$ cat src/rtl/arf_mem_sequencer_pkg.sv
// Shared codes for the ARF memory sequencer: ARF function/select codes, command ops and FSM states.
package arf_pkg;

    localparam logic [1:0] FUN_DEC  = 2'b00;
    localparam logic [1:0] FUN_INC  = 2'b01;
    localparam logic [1:0] FUN_LOAD = 2'b10;
    localparam logic [1:0] FUN_CLR  = 2'b11;

    localparam logic [1:0] OUT_AR  = 2'b00;
    localparam logic [1:0] OUT_SP  = 2'b01;
    localparam logic [1:0] OUT_PCP = 2'b10;
    localparam logic [1:0] OUT_PC  = 2'b11;

    // Bit positions inside arf_r_sel = {AR, SP, PC_past, PC}
    localparam int RSEL_PC  = 0;
    localparam int RSEL_PCP = 1;
    localparam int RSEL_SP  = 2;
    localparam int RSEL_AR  = 3;

    localparam logic [3:0] RSEL_NONE = 4'b0000;
    localparam logic [3:0] RSEL_ALL  = 4'b1111;

    typedef enum logic [2:0] {
        OP_FETCH  = 3'b000,
        OP_LOAD   = 3'b001,
        OP_STORE  = 3'b010,
        OP_PUSH   = 3'b011,
        OP_POP    = 3'b100,
        OP_CLRALL = 3'b101,
        OP_ILL6   = 3'b110,
        OP_ILL7   = 3'b111
    } cmd_op_t;

    typedef enum logic [2:0] {
        ST_IDLE = 3'd0,
        ST_PRE  = 3'd1,
        ST_MEM  = 3'd2,
        ST_POST = 3'd3,
        ST_CLR  = 3'd4,
        ST_RSP  = 3'd5
    } state_t;

    function automatic logic [1:0] mem_out_sel(input cmd_op_t op);
        case (op)
            OP_FETCH:        return OUT_PC;
            OP_PUSH, OP_POP: return OUT_SP;
            default:         return OUT_AR;
        endcase
    endfunction

    function automatic logic [3:0] rsel_mask(input int pos);
        return 4'(1) << pos;
    endfunction

endpackage

$ cat src/rtl/arf_mem_sequencer_if.sv
// Bus bundle between the sequencer (slave) and its environment: command, response, ARF and memory.
interface arf_mem_sequencer_if;

    // Every channel transfers on a rising edge where valid (or mem_req) and ready (or mem_ack) are
    // both high; the initiator holds its payload stable until that edge.
    logic       cmd_valid;
    logic       cmd_ready;
    logic [2:0] cmd_op;
    logic [7:0] cmd_wdata;

    logic       rsp_valid;
    logic       rsp_ready;
    logic [7:0] rsp_data;
    logic       rsp_err;

    logic [3:0] arf_r_sel;
    logic [1:0] arf_funsel;
    logic [1:0] arf_out_b_sel;
    logic [7:0] arf_out_b;

    logic       mem_req;
    logic       mem_we;
    logic [7:0] mem_addr;
    logic [7:0] mem_wdata;
    logic       mem_ack;
    logic [7:0] mem_rdata;

    modport slave (
        input  cmd_valid, cmd_op, cmd_wdata, rsp_ready, arf_out_b, mem_ack, mem_rdata,
        output cmd_ready, rsp_valid, rsp_data, rsp_err,
        output arf_r_sel, arf_funsel, arf_out_b_sel,
        output mem_req, mem_we, mem_addr, mem_wdata
    );

    modport master (
        output cmd_valid, cmd_op, cmd_wdata, rsp_ready, arf_out_b, mem_ack, mem_rdata,
        input  cmd_ready, rsp_valid, rsp_data, rsp_err,
        input  arf_r_sel, arf_funsel, arf_out_b_sel,
        input  mem_req, mem_we, mem_addr, mem_wdata
    );

endinterface

$ cat src/rtl/arf_mem_sequencer.sv
// Command sequencer driving the address register file and one memory handshake per command.
// Optional MEM-state timeout is enabled by defining ARF_SEQ_TIMEOUT_EN.
module arf_mem_sequencer
    import arf_pkg::*;
#(
    parameter int TIMEOUT_CYCLES = 15
) (
    input  logic                                    clk,
    input  logic                                    rst,
    arf_mem_sequencer_if.slave                      bus,
    output state_t                                  state_dbg,
    output logic [$clog2(TIMEOUT_CYCLES+1)-1:0]     dbg_tmo_cnt
);

    localparam int TMO_W = $clog2(TIMEOUT_CYCLES + 1);

    state_t            state;
    cmd_op_t           op_q;
    logic [TMO_W-1:0]  tmo_cnt;
    logic              tmo_hit;

    assign state_dbg     = state;
    assign dbg_tmo_cnt   = tmo_cnt;
    assign bus.mem_addr  = bus.arf_out_b;

`ifdef ARF_SEQ_TIMEOUT_EN
    always_ff @(posedge clk) begin
        if (rst || state != ST_MEM || bus.mem_ack) begin
            tmo_cnt <= '0;
        end else begin
            tmo_cnt <= tmo_cnt + 1'b1;
        end
    end
    assign tmo_hit = (state == ST_MEM) && !bus.mem_ack &&
                     (tmo_cnt == TMO_W'(TIMEOUT_CYCLES - 1));
`else
    assign tmo_cnt = '0;
    assign tmo_hit = 1'b0;
`endif

    always_ff @(posedge clk) begin
        if (rst) begin
            state             <= ST_IDLE;
            op_q              <= OP_FETCH;
            bus.cmd_ready     <= 1'b1;
            bus.rsp_valid     <= 1'b0;
            bus.rsp_err       <= 1'b0;
            bus.rsp_data      <= '0;
            bus.mem_req       <= 1'b0;
            bus.mem_we        <= 1'b0;
            bus.mem_wdata     <= '0;
            bus.arf_r_sel     <= RSEL_NONE;
            bus.arf_funsel    <= FUN_DEC;
            bus.arf_out_b_sel <= OUT_AR;
        end else begin
            // ARF enables are one-cycle pulses; only PRE/POST/CLR entries raise them.
            bus.arf_r_sel <= RSEL_NONE;
            case (state)
                ST_IDLE: begin
                    if (bus.cmd_valid) begin
                        op_q          <= cmd_op_t'(bus.cmd_op);
                        bus.mem_wdata <= bus.cmd_wdata;
                        bus.rsp_data  <= '0;
                        bus.rsp_err   <= 1'b0;
                        bus.cmd_ready <= 1'b0;
                        case (cmd_op_t'(bus.cmd_op))
                            OP_PUSH: begin
                                state          <= ST_PRE;
                                bus.arf_r_sel  <= rsel_mask(RSEL_SP);
                                bus.arf_funsel <= FUN_DEC;
                            end
                            OP_FETCH, OP_LOAD, OP_STORE, OP_POP: begin
                                state             <= ST_MEM;
                                bus.mem_req       <= 1'b1;
                                bus.mem_we        <= (cmd_op_t'(bus.cmd_op) == OP_STORE);
                                bus.arf_out_b_sel <= mem_out_sel(cmd_op_t'(bus.cmd_op));
                            end
                            OP_CLRALL: begin
                                state          <= ST_CLR;
                                bus.arf_r_sel  <= RSEL_ALL;
                                bus.arf_funsel <= FUN_CLR;
                            end
                            default: begin
                                state         <= ST_RSP;
                                bus.rsp_valid <= 1'b1;
                                bus.rsp_err   <= 1'b1;
                            end
                        endcase
                    end
                end
                ST_PRE: begin
                    state             <= ST_MEM;
                    bus.mem_req       <= 1'b1;
                    bus.mem_we        <= 1'b1;
                    bus.arf_out_b_sel <= OUT_SP;
                end
                ST_MEM: begin
                    if (bus.mem_ack) begin
                        bus.mem_req <= 1'b0;
                        bus.mem_we  <= 1'b0;
                        if (!bus.mem_we) begin
                            bus.rsp_data <= bus.mem_rdata;
                        end
                        if (op_q == OP_FETCH || op_q == OP_POP) begin
                            state          <= ST_POST;
                            bus.arf_r_sel  <= (op_q == OP_FETCH) ? rsel_mask(RSEL_PC)
                                                                 : rsel_mask(RSEL_SP);
                            bus.arf_funsel <= FUN_INC;
                        end else begin
                            state         <= ST_RSP;
                            bus.rsp_valid <= 1'b1;
                        end
                    end else if (tmo_hit) begin
                        // Abandon the access; any PUSH pre-decrement stays in place.
                        bus.mem_req   <= 1'b0;
                        bus.mem_we    <= 1'b0;
                        bus.rsp_err   <= 1'b1;
                        bus.rsp_valid <= 1'b1;
                        state         <= ST_RSP;
                    end
                end
                ST_POST, ST_CLR: begin
                    state         <= ST_RSP;
                    bus.rsp_valid <= 1'b1;
                end
                ST_RSP: begin
                    if (bus.rsp_ready) begin
                        state         <= ST_IDLE;
                        bus.rsp_valid <= 1'b0;
                        bus.cmd_ready <= 1'b1;
                    end
                end
                default: begin
                    state         <= ST_IDLE;
                    bus.cmd_ready <= 1'b1;
                    bus.rsp_valid <= 1'b0;
                    bus.mem_req   <= 1'b0;
                    bus.mem_we    <= 1'b0;
                end
            endcase
        end
    end

endmodule

$ cat src/flat_wrapper.sv
// flat-port wrapper written by rule: the top's interface ports become plain ports
module arf_mem_sequencer_flat import arf_pkg::*;
#(
    parameter int TIMEOUT_CYCLES = 15
)
  (clk, rst, state_dbg, dbg_tmo_cnt, bus_cmd_valid, bus_cmd_op, bus_cmd_wdata, bus_rsp_ready, bus_arf_out_b, bus_mem_ack, bus_mem_rdata, bus_cmd_ready, bus_rsp_valid, bus_rsp_data, bus_rsp_err, bus_arf_r_sel, bus_arf_funsel, bus_arf_out_b_sel, bus_mem_req, bus_mem_we, bus_mem_addr, bus_mem_wdata);
  arf_mem_sequencer_if bus_i ();
  input  logic clk;
  input  logic rst;
  output state_t state_dbg;
  output logic [$clog2(TIMEOUT_CYCLES+1)-1:0] dbg_tmo_cnt;
  input wire logic [$bits(bus_i.cmd_valid)-1:0] bus_cmd_valid;
  input wire logic [$bits(bus_i.cmd_op)-1:0] bus_cmd_op;
  input wire logic [$bits(bus_i.cmd_wdata)-1:0] bus_cmd_wdata;
  input wire logic [$bits(bus_i.rsp_ready)-1:0] bus_rsp_ready;
  input wire logic [$bits(bus_i.arf_out_b)-1:0] bus_arf_out_b;
  input wire logic [$bits(bus_i.mem_ack)-1:0] bus_mem_ack;
  input wire logic [$bits(bus_i.mem_rdata)-1:0] bus_mem_rdata;
  output wire logic [$bits(bus_i.cmd_ready)-1:0] bus_cmd_ready;
  output wire logic [$bits(bus_i.rsp_valid)-1:0] bus_rsp_valid;
  output wire logic [$bits(bus_i.rsp_data)-1:0] bus_rsp_data;
  output wire logic [$bits(bus_i.rsp_err)-1:0] bus_rsp_err;
  output wire logic [$bits(bus_i.arf_r_sel)-1:0] bus_arf_r_sel;
  output wire logic [$bits(bus_i.arf_funsel)-1:0] bus_arf_funsel;
  output wire logic [$bits(bus_i.arf_out_b_sel)-1:0] bus_arf_out_b_sel;
  output wire logic [$bits(bus_i.mem_req)-1:0] bus_mem_req;
  output wire logic [$bits(bus_i.mem_we)-1:0] bus_mem_we;
  output wire logic [$bits(bus_i.mem_addr)-1:0] bus_mem_addr;
  output wire logic [$bits(bus_i.mem_wdata)-1:0] bus_mem_wdata;
  assign bus_i.cmd_valid = bus_cmd_valid;
  assign bus_i.cmd_op = bus_cmd_op;
  assign bus_i.cmd_wdata = bus_cmd_wdata;
  assign bus_i.rsp_ready = bus_rsp_ready;
  assign bus_i.arf_out_b = bus_arf_out_b;
  assign bus_i.mem_ack = bus_mem_ack;
  assign bus_i.mem_rdata = bus_mem_rdata;
  assign bus_cmd_ready = bus_i.cmd_ready;
  assign bus_rsp_valid = bus_i.rsp_valid;
  assign bus_rsp_data = bus_i.rsp_data;
  assign bus_rsp_err = bus_i.rsp_err;
  assign bus_arf_r_sel = bus_i.arf_r_sel;
  assign bus_arf_funsel = bus_i.arf_funsel;
  assign bus_arf_out_b_sel = bus_i.arf_out_b_sel;
  assign bus_mem_req = bus_i.mem_req;
  assign bus_mem_we = bus_i.mem_we;
  assign bus_mem_addr = bus_i.mem_addr;
  assign bus_mem_wdata = bus_i.mem_wdata;
  arf_mem_sequencer #(.TIMEOUT_CYCLES(TIMEOUT_CYCLES)) u_core (.clk(clk), .rst(rst), .bus(bus_i), .state_dbg(state_dbg), .dbg_tmo_cnt(dbg_tmo_cnt));
endmodule
$ cat config.mk
export PLATFORM = sky130hd
export DESIGN_NAME = arf_mem_sequencer_flat
export DESIGN_NICKNAME = d
export VERILOG_FILES = /design/src/rtl/arf_mem_sequencer_pkg.sv /design/src/rtl/arf_mem_sequencer_if.sv /design/src/rtl/arf_mem_sequencer.sv /design/src/flat_wrapper.sv
export SDC_FILE = /design/constraint.sdc
export NUM_CORES = 1
export LEC_CHECK = 0
export ABC_CLOCK_PERIOD_IN_PS = 1400
export BUFFER_PORTS_ARGS = -buffer_cell sky130_fd_sc_hd__buf_2
export CAP_MARGIN = 20
export CELL_PAD_IN_SITES_DETAIL_PLACEMENT = 1
export CELL_PAD_IN_SITES_GLOBAL_PLACEMENT = 1
export CORE_MARGIN = 10
export CORE_UTILIZATION = 28
export DETAILED_ROUTE_END_ITERATION = 12
export HOLD_SLACK_MARGIN = 0.05
export PLACE_DENSITY_LB_ADDON = 0.1
export RECOVER_POWER = 100
export SKIP_LAST_GASP = 1
export SYNTH_ARGS = -nofsm -noshare
export SYNTH_HDL_FRONTEND = slang
export SYNTH_SLANG_ARGS = --single-unit
$ cat constraint.sdc
create_clock -name clk -period 1.4 [get_ports clk]
set_clock_uncertainty 0.1 [all_clocks]
set_input_delay 0.28 -clock clk [delete_from_list [all_inputs] [get_ports clk]]
set_output_delay 0.28 -clock clk [all_outputs]
set_load 0.02 [all_outputs]
==> results of run 1 <==
-- area by class of cell --
type                       count  area, um^2  area share (%)
clock buffer                   7        86.3            4.08
clock inverter                 1        5.00           0.237
inverter                       2        7.51           0.355
multi-input combinational    119         768            36.3
sequential                    34         689            32.6
tap                           70        87.6            4.14
timing repair buffer          79         472            22.3
-- flip-flops by register name, summed over array words and instances, names as in the netlist --
register	count
u_core.op_q	3
u_core.bus.arf_out_b_sel	2
u_core.bus.rsp_data	8
u_core.bus.arf_funsel	2
u_core.bus.mem_req	1
u_core.bus.mem_we	1
u_core.bus.arf_r_sel	3
u_core.bus.rsp_err	1
u_core.bus.rsp_valid	1
u_core.state_dbg	3
u_core.bus.mem_wdata	8
u_core.bus.cmd_ready	1
-- metrics by stage --
stage	cell area [um^2]	instances	utilization (%)	setup WS, ps
after floorplan	1520	180	-	-141
after global placement	1890	300	36.7	-179
final	2120	312	41.2	-87.1
after detailed placement	1890	300	36.7	-216
after global routing	2120	312	41.2	-167
after CTS	2030	309	39.5	-69.7
-- layout by cell type (no fill, tap or decap), drive strengths merged, types with 2 or more instances in the layout --
cell type,synthesis,layout
nor2b,2,2
nor4b,2,2
inv,2,2
dfxtp,34,34
o21ai,7,7
buf,18,49
clkbuf,7,37
a22o,8,8
and3,2,2
nor2,10,10
nand2,27,27
nand3,6,6
nand2b,3,3
or2,2,2
conb,1,4
nor4,2,2
nor3,2,2
a211oi,2,2
a21oi,26,26
-- worst max-delay path by stage --
stage | to | cells after the start
CTS | u_core.bus.mem_wdata[3] | 5
detailed placement | u_core.bus.arf_r_sel[0] | 4
finish | u_core.bus.cmd_ready | 2
floorplan | u_core.bus.cmd_ready | 3
global placement | u_core.bus.arf_r_sel[0] | 4
global route | u_core.bus.arf_funsel[1] | 6
-- where the power goes --
part	leakage [nW]	internal, mW	switching (mW)
clock network	0.0482	0.397	0.347
registers	0.279	1.09	0.0674
logic	0.529	0.472	0.652
-- kinds of logic after synthesis --
group	count (synthesis)
buf+inv	27
xor+xnor	2
flops	34
compound gates	52
simple gates	61
other cells	1
-- timing repair --
item | in CTS | in global routing
setup endpoints to repair | 33 | 36
pin swaps | 5 | 5
gates cloned | 1 | 0
resized for setup | 13 | 25
hold buffers | 0 | 0
buffers inserted | 0 | 3
-- critical path: stages, from the launching register on --
cell and delay (ps):
dfxtp_4 340, or4b_4 610, a221o_1 330
-- per-layer routing --
layer  routed length [um]  track usage [%]
met1                 2200             13.5
met5                    0                0
met4                   51             3.86
met3                  301             4.36
met2                 2600             19.9
==> flow_metrics.py, run 1 <==
metrics = {
    "power_and_ir_drop": {
        "vdd_drop_max_mv": 0.712,
        "power_density_nw_per_um2": 1430,
        "fin_total_pwr_mw": 3.02,
        "leakage_nw": 0.856,
    },
    "global_route": {
        "grt_util_all_layers_pct": 11.8,
        "grt_overflow": 0,
        "grt_pass1_vias": 1643,
        "grt_first_pass_wirelength_um": 8230,
        "grt_max_degree": 18,
        "grt_antenna_before_repair": 0,
    },
    "routing": {
        "drc_errors": 0,
        "dr_total_vias": 1491,
        "dr.pass1.iters": 4,
        "routedWlPerCell_um": 16.5,
        "viasPerCell": 4.78,
        "drtIter0Drc": 119,
        "wirelength_um": 5150,
        "ant_nets": 0,
    },
    "synth": {
        "yosys_warnings": 0,
        "yosys.area.top_type": "dfxtp_1",
        "synth_commonest_cells": "dfxtp_1, nand2_1, a21oi_1",
        "synthMuxAreaShare_pct": 0,
        "synth-main-ff-cell": "dfxtp_1",
        "netlist_area_um2": 1490,
        "avgSynthCellArea_um2": 8.40,
        "synth_top_area_share_pct": 45.8,
        "synth_most_common_cell": "dfxtp_1",
        "synthSimpleGateAreaFrac_pct": 20.4,
        "synth_edf_count": 0,
        "synth-seq-area-share_pct": 45.8,
        "synth_area_leaders": "dfxtp_1, a21oi_1, nand2_1",
        "synth_top_family_by_area": "compound AO/OA/AOI/OAI gates",
        "synth_compound_area_share_pct": 22.0,
        "ys_async_sr_fraction_pct": 0,
        "synthDistinctLibCells": 37,
        "synthAdderAreaFrac_pct": 0,
        "synthCells": 177,
        "synth-xor-area-share_pct": 1.18,
        "postSynthRegisterBits": 34,
    },
    "die": {
        "initial_core_util_pct": 28.9,
        "core_region_area_um2": 5140,
        "die_area_um2": 8630,
        "die_h_um": 92.9,
        "placementRows": 26,
        "die_w_um": 92.9,
        "io_pins": 76,
    },
    "final_layout": {
        "nets": 273,
        "fillers": 644,
        "antenna_cells": 0,
        "area_delta_synth_final_pct": 42.2,
        "layout-drive-gt1-share_pct": 35.5,
    },
    "sta": {
        "fin_tns_setup_ps": -1210,
        "period_share_pct": 106,
        "drv_slew": 0,
        "final.setup.worst_slack_ps": -87.1,
        "timing.hold.ws_ps": 119,
        "rsz0062_at_grt": "true",
        "setup_viol": 29,
        "finalHoldViolCount": 0,
        "fmax_mhz": 672,
        "period_minus_slack_ps": 1490,
    },
    "critical_path": {
        "critPathLaunchType": "flip-flop",
        "rrSetupSlack_ps": -90,
        "regToRegStartpoint": "u_core.state_dbg[1]",
        "critPathRequiredTime_ps": 1470,
        "cp-end-kind": "flip-flop",
        "critical_path_arrival_ps": 1560,
        "crit_type": "flip-flop to flip-flop",
        "r2r-end": "u_core.bus.cmd_ready",
        "path_max_fanout": 7,
        "crit_start": "u_core.state_dbg[1]",
        "rr_worst_depth": 2,
    },
    "min_path": {
        "hold_end": "u_core.bus.rsp_data[0]",
        "holdPathStages": 2,
        "min_from": "bus_mem_rdata[0]",
        "hold_path_class": "input pin to flip-flop",
    },
    "run_status": {
        "status": "complete, but fails checks",
        "violations": "negative setup slack",
    },
    "place": {
        "globalplace.congestion": 0.819,
        "io_buffers": 55,
        "hpwl_um": 3900,
    },
    "clocking": {
        "clock-sinks": 34,
        "clkSlewWorstSetupHoldPaths_ps": 70,
        "cts_tree": "built",
        "clockBufferDepth": 2,
        "insertion_delay_ps": 280,
        "cts_buffers": 5,
        "cts_root_buf": "clkbuf_8",
        "htreeDepth": 2,
    },
    "run": {
        "cap_violations": 0,
    },
}
Note: power is estimated with default switching activity, not from simulation.
==> run 2, diff against run 1 <==
--- a/config.mk
+++ b/config.mk
@@ -5,6 +5,7 @@
 export SDC_FILE = /design/constraint.sdc
 export NUM_CORES = 1
 export LEC_CHECK = 0
+export ABC_AREA = 1
 export ABC_CLOCK_PERIOD_IN_PS = 1400
 export BUFFER_PORTS_ARGS = -buffer_cell sky130_fd_sc_hd__buf_2
 export CAP_MARGIN = 20
==> run 2 against run 1 <==
Against the previous run:
- the flow still finishes with violations (negative setup slack)
- combinational power increased to 3.1 times the previous value
- global-route usage decreased by 0.77 points
- register-to-register slack improved by 50 ps
- wire length increased by 0.99%
- maximum frequency increased by 3.5%
- clock power increased by 4.3%
- die area increased by 7.5%
==> flow_metrics.py, run 2 <==
metrics = {
    "final_layout": {
        "top_regs": "u_core.bus.mem_wdata x8, u_core.bus.rsp_data x8",
        "fillers": 747,
        "final_common_cell": "dfxtp_1",
        "final-seq-area_um2": 689,
        "multi_input_area_um2": 898,
        "final_cell_mix": "dfxtp_1, nand2_1, nor2_1, clkbuf_1, buf_2",
        "layout-drive-gt1-share_pct": 38.7,
        "area_delta_synth_final_pct": 40.8,
        "nets": 323,
        "antenna_cells": 0,
    },
    "clocking": {
        "clkSlewWorstSetupHoldPaths_ps": 70,
        "cts_root_buf": "clkbuf_8",
        "cts_tree": "built",
        "cts_buffers": 5,
        "clock-sinks": 34,
        "clockBufferDepth": 2,
        "insertion_delay_ps": 280,
        "htreeDepth": 2,
    },
    "sta": {
        "final.setup.worst_slack_ps": -37.3,
        "fmax_mhz": 696,
        "drv_slew": 0,
        "period_share_pct": 103,
        "finalHoldViolCount": 0,
        "period_minus_slack_ps": 1440,
        "rsz0062_at_grt": "true",
        "setup_viol": 8,
    },
    "synth": {
        "synth_commonest_cells": "nand2_1, dfxtp_1, nor2_1",
        "synth_most_common_cell": "nand2_1",
        "yosys.area.top_type": "dfxtp_1",
        "avgSynthCellArea_um2": 7.25,
        "synth_area_leaders": "dfxtp_1, nand2_1, nor2_1",
        "yosys_warnings": 0,
        "netlist_area_um2": 1630,
        "synth-main-ff-cell": "dfxtp_1",
        "postSynthRegisterBits": 34,
        "synth-seq-area-share_pct": 41.7,
        "synthCells": 225,
        "synthDistinctLibCells": 24,
        "ys_async_sr_fraction_pct": 0,
        "synth_edf_count": 0,
        "synth_top_area_share_pct": 41.7,
    },
    "critical_path": {
        "cp-end-kind": "flip-flop",
        "critical_path_arrival_ps": 1530,
        "slowest_stage": "dfxtp_4",
        "rrSetupSlack_ps": -40,
        "critical_path.top_delay_family": "simple AND/OR/NAND/NOR gates",
        "max_stage_delay_ps": 370,
        "critPathBufInv": 1,
        "crit_type": "flip-flop to flip-flop",
        "regToRegStartpoint": "u_core.state_dbg[1]",
        "path_max_fanout": 8,
        "crit_chain": "nor2_4 -> nand2_4 -> nand2_4 -> nand3_4 -> a21oi_4 -> buf_12 -> nand2_1 -> nand2_1 -> nor2_2",
        "critPathLaunchType": "flip-flop",
        "crit_start": "u_core.state_dbg[1]",
        "critPathRequiredTime_ps": 1490,
    },
    "global_route": {
        "grt_max_degree": 22,
        "grt_antenna_before_repair": 0,
        "grt_overflow": 0,
        "grt_pass1_vias": 1689,
        "grt_first_pass_wirelength_um": 8200,
        "grt_util_all_layers_pct": 11.0,
    },
    "die": {
        "die_w_um": 96.3,
        "placementRows": 27,
        "die_area_um2": 9270,
        "io_pins": 76,
        "initial_core_util_pct": 29.2,
        "die_h_um": 96.3,
        "core_region_area_um2": 5570,
    },
    "routing": {
        "routedWlPerCell_um": 14.3,
        "ant_nets": 0,
        "dr_total_vias": 1620,
        "wirelength_um": 5200,
        "drtIter0Drc": 57,
        "viasPerCell": 4.45,
        "dr.pass1.iters": 4,
        "drc_errors": 0,
    },
    "min_path": {
        "min_from": "bus_cmd_wdata[2]",
        "hold_path_class": "input pin to flip-flop",
    },
    "power_and_ir_drop": {
        "pwr-share-clk_pct": 13.4,
        "switchingPower_mw": 2.70,
        "swShare_pct": 46.5,
        "power_density_nw_per_um2": 2530,
        "cell_internal_pwr_mw": 3.11,
        "vdd_drop_max_mv": 0.840,
        "fin_total_pwr_mw": 5.81,
        "comb_power_share_pct": 59.6,
        "power.share.sequential_pct": 27.1,
        "leakage_nw": 1.01,
    },
    "run_status": {
        "violations": "negative setup slack",
        "status": "complete, but fails checks",
    },
    "run": {
        "cap_violations": 0,
    },
    "place": {
        "post-place-ws_ps": -91.2,
        "io_buffers": 55,
        "globalplace.congestion": 0.779,
        "hpwl_um": 3990,
    },
}
run 2: changes by cell type in the layout (fill, tap and decap cells not counted), moves of 5 or more:
cell	before	now
nand2_2	2	11
inv_2	0	5
nor2_2	0	18
o21ai_0	5	15
inv_1	2	11
nand2_1	24	30
nor2_1	8	29
a21oi_2	9	2
a22o_1	8	0
run 2: metal layers:
layer	part of all wire [%]	vias to the layer above	track usage, %
li1	-	833	-
met1	43	737	13.4
met2	48	46	17.4
met3	8.8	4	5.06
met4	0.50	0	2.66
met5	0	-	0
run 2: logic make-up (layout without fill, tap and decap cells):
group / Yosys count / count (layout) / share of synthesized area (%)
other cells: 1 / 4 / 0.230
simple gates: 113 / 113 / 32.1
buf+inv: 38 / 102 / 12.6
compound gates: 39 / 39 / 13.4
flops: 34 / 34 / 41.7
run 2: power by group through the flow:
stage	Clock (mW)	Sequential, mW	Combinational (mW)
after floorplan	0	1.96	1.59
after global placement	0	1.57	3.00
after detailed placement	0	1.57	3.02
after CTS	0.811	1.56	3.05
after global routing	0.856	1.63	3.84
final	0.776	1.57	3.46
run 2: metrics by stage:
stage / area [um^2] / hold WS [ps] / std cells / setup TNS [ps] / util (%)
final: 2290 / 114 / 364 / -216 / 41.2
after floorplan: 1660 / 239 / 228 / -127 / -
after detailed placement: 2050 / 348 / 354 / -703 / 36.9
after global placement: 2050 / 341 / 354 / -652 / 36.9
after CTS: 2160 / 109 / 362 / -544 / 38.7
after global routing: 2290 / 110 / 364 / -1800 / 41.2
run 2: tightest hold or removal path, cell delays in order:
cell and delay [ps]:
buf_2 70, nor2_1 30, nor2_1 80
run 2: final cells by class:
| cell class | count | share of cell area (%) |
|---|---|---|
| Multi-Input combinational cell | 156 | 39.1 |
| Sequential cell | 34 | 30.0 |
| Timing Repair Buffer | 77 | 19.8 |
| Tap cell | 72 | 3.93 |
| Clock buffer | 6 | 3.60 |
| Inverter | 17 | 3.00 |
| Clock inverter | 2 | 0.491 |
run 2: worst paths after layout:
path                                                 end  cells after the start
worst max-delay path              u_core.bus.rsp_data[2]                      9
worst min-delay path             u_core.bus.mem_wdata[2]                      3
worst max register to register    u_core.bus.rsp_data[2]                      9
worst min register to register  u_core.bus.arf_funsel[0]                      2
run 2: repair_timing:
item,CTS,global route
cloned,0,1
gates resized for setup,3,37
setup buffers,0,1
setup endpoints to repair,15,30
hold buffers,0,0
pin swaps,0,6
hold endpoints to repair,0,0
==> run 3, diff against run 2 <==
--- a/config.mk
+++ b/config.mk
@@ -17,6 +17,7 @@
 export HOLD_SLACK_MARGIN = 0.05
 export PLACE_DENSITY_LB_ADDON = 0.1
 export RECOVER_POWER = 100
+export SETUP_SLACK_MARGIN = 0.15
 export SKIP_LAST_GASP = 1
 export SYNTH_ARGS = -nofsm -noshare
 export SYNTH_HDL_FRONTEND = slang
==> run 3 against run 2 <==
Against the previous run:
- global-route usage decreased by 0.090 points
- register-to-register slack hardly changed
- flip-flop and latch count stayed put
- the flow still finishes with violations (negative setup slack)
- non-clock buffer count is 1 higher
- combinational power hardly changed
- critical endpoint is now u_core.bus.rsp_data[6]
- via count up 0.62%
- first-iteration DRC count down 8.8%
- highest routed layer unchanged
- critical path depth shrank 1
- largest power group unchanged
- core utilization unchanged
==> flow_metrics.py, run 3 (synthesis gave the netlist of run 2 again) <==
metrics = {
    "final_layout": {
        "finalNonFillerCells": 364,
        "fillers": 721,
        "layout-drive-gt1-share_pct": 36.6,
        "nets": 324,
        "antenna_cells": 0,
        "top_regs": "u_core.bus.mem_wdata x8, u_core.bus.rsp_data x8",
        "fin_area_um2": 2290,
        "area_delta_synth_final_pct": 40.8,
        "final_common_cell": "nand2_1",
        "final_cell_mix": "nand2_1, dfxtp_1, nor2_1",
    },
    "run_status": {
        "violations": "negative setup slack",
        "status": "complete, but fails checks",
    },
    "die": {
        "die_area_um2": 9270,
        "io_pins": 76,
        "die_h_um": 96.3,
        "placementRows": 27,
        "core_region_area_um2": 5570,
        "initial_core_util_pct": 29.2,
        "die_w_um": 96.3,
    },
    "clocking": {
        "clockBufferDepth": 2,
        "hold_buffers": 0,
        "cts_root_buf": "clkbuf_8",
        "htreeDepth": 2,
        "cts_buffers": 5,
        "cts_tree": "built",
        "insertion_delay_ps": 280,
        "clkSlewWorstSetupHoldPaths_ps": 70,
        "clock-sinks": 34,
    },
    "power_and_ir_drop": {
        "swShare_pct": 44.5,
        "switchingPower_mw": 2.61,
        "fin_total_pwr_mw": 5.86,
        "cell_internal_pwr_mw": 3.25,
        "leakage_nw": 1.03,
        "power_density_nw_per_um2": 2550,
        "power.share.sequential_pct": 27.1,
        "vdd_drop_max_mv": 0.878,
        "comb_power_share_pct": 58.7,
        "pwr-share-clk_pct": 14.2,
    },
    "sta": {
        "period_share_pct": 103,
        "drv_slew": 0,
        "rsz0062_at_grt": "true",
        "fmax_mhz": 694,
        "finalHoldViolCount": 0,
        "setup_viol": 11,
        "period_minus_slack_ps": 1440,
        "final.setup.worst_slack_ps": -40.1,
    },
    "critical_path": {
        "max_stage_delay_ps": 390,
        "cp-end-kind": "flip-flop",
        "crit_chain": "inv_1 -> nor2_2 -> nand3_2 -> nand3_4 -> a21oi_4 -> clkbuf_16 -> nor2_2 -> nor2_2",
        "critPathLaunchType": "flip-flop",
        "slowest_stage": "dfxtp_4",
        "rrSetupSlack_ps": -40,
        "critical_path_arrival_ps": 1520,
        "path_max_fanout": 8,
        "crit_type": "flip-flop to flip-flop",
        "critPathRequiredTime_ps": 1480,
        "crit_top_cell": "nor2_2",
    },
    "place": {
        "hpwl_um": 3970,
        "io_buffers": 55,
        "globalplace.congestion": 0.815,
        "dp.cells": 354,
        "post_dp_cell_area_um2": 2070,
    },
    "routing": {
        "viasPerCell": 4.48,
        "drtIter0Drc": 52,
        "routedWlPerCell_um": 14.1,
        "dr.pass1.iters": 5,
        "drc_errors": 0,
        "ant_nets": 0,
        "dr_total_vias": 1630,
        "wirelength_um": 5140,
    },
    "global_route": {
        "grt_util_all_layers_pct": 11.0,
        "grt_first_pass_wirelength_um": 8060,
        "grt_overflow": 0,
        "grt_pass1_vias": 1684,
        "grt_max_degree": 22,
        "grt_antenna_before_repair": 0,
    },
    "min_path": {
        "hold_path_class": "input pin to flip-flop",
    },
    "run": {
        "cap_violations": 0,
    },
}
-- run 3: power by group through the flow --
stage / Sequential (mW) / Clock (mW) / Combinational, mW
after floorplan: 1.97 / 0 / 1.59
after global placement: 1.57 / 0 / 3.04
after detailed placement: 1.59 / 0 / 3.08
after CTS: 1.58 / 0.875 / 3.27
after global routing: 1.64 / 0.910 / 3.83
final: 1.59 / 0.833 / 3.44
-- run 3: area by class of cell --
| class | count | area [um^2] | share of cell area (%) |
|---|---|---|---|
| Sequential cell | 34 | 693 | 30.2 |
| Clock buffer | 7 | 108 | 4.69 |
| Timing Repair Buffer | 78 | 498 | 21.7 |
| Tap cell | 72 | 90.1 | 3.93 |
| Inverter | 17 | 71.3 | 3.11 |
| Multi-Input combinational cell | 156 | 835 | 36.4 |
-- run 3: through the flow --
stage | setup WS, ps | hold WS, ps | setup TNS [ps] | utilization (%)
after global routing | -132 | 113 | -2250 | 41.2
after global placement | -57.5 | 331 | -587 | 37.2
after CTS | -26.4 | 105 | -192 | 40.5
after floorplan | -62.6 | 239 | -125 | -
after detailed placement | -68.7 | 341 | -702 | 37.2
final | -40.1 | 114 | -281 | 41.2
-- run 3: path summary, 6_finish.rpt --
kind,from,to,cells past startpoint
setup reg to reg,u_core.state_dbg[1],u_core.bus.rsp_data[6],8
setup / recovery,u_core.state_dbg[1],u_core.bus.rsp_data[6],8
hold / removal,bus_cmd_wdata[2],u_core.bus.mem_wdata[2],3
hold reg to reg,u_core.bus.arf_funsel[0],u_core.bus.arf_funsel[0],2
-- run 3: worst max-delay path: cells and delay by family (launching register included) --
kind            cells  cell delay [ps]
simple gates        5              560
buf+inv             2              230
compound gates      1               50
flops               1              390
-- run 3: timing repair --
| action | 4_1_cts | 5_1_grt |
|---|---|---|
| gates cloned | 0 | 1 |
| pin swaps | 2 | 4 |
| gates resized for setup | 21 | 10 |
| endpoints found under the setup margin | 36 | 36 |
| setup buffers | 1 | 1 |
-- run 3: metal layers --
metal / global-route usage, % / wire length (um) / part of all wire (%) / up-vias
li1: - / - / - / 834
met1: 12.9 / 2220 / 43 / 750
met2: 17.7 / 2430 / 47 / 41
met3: 4.75 / 440 / 8.6 / 5
met4: 3.39 / 49 / 0.95 / 0
met5: 0 / 0 / 0 / -
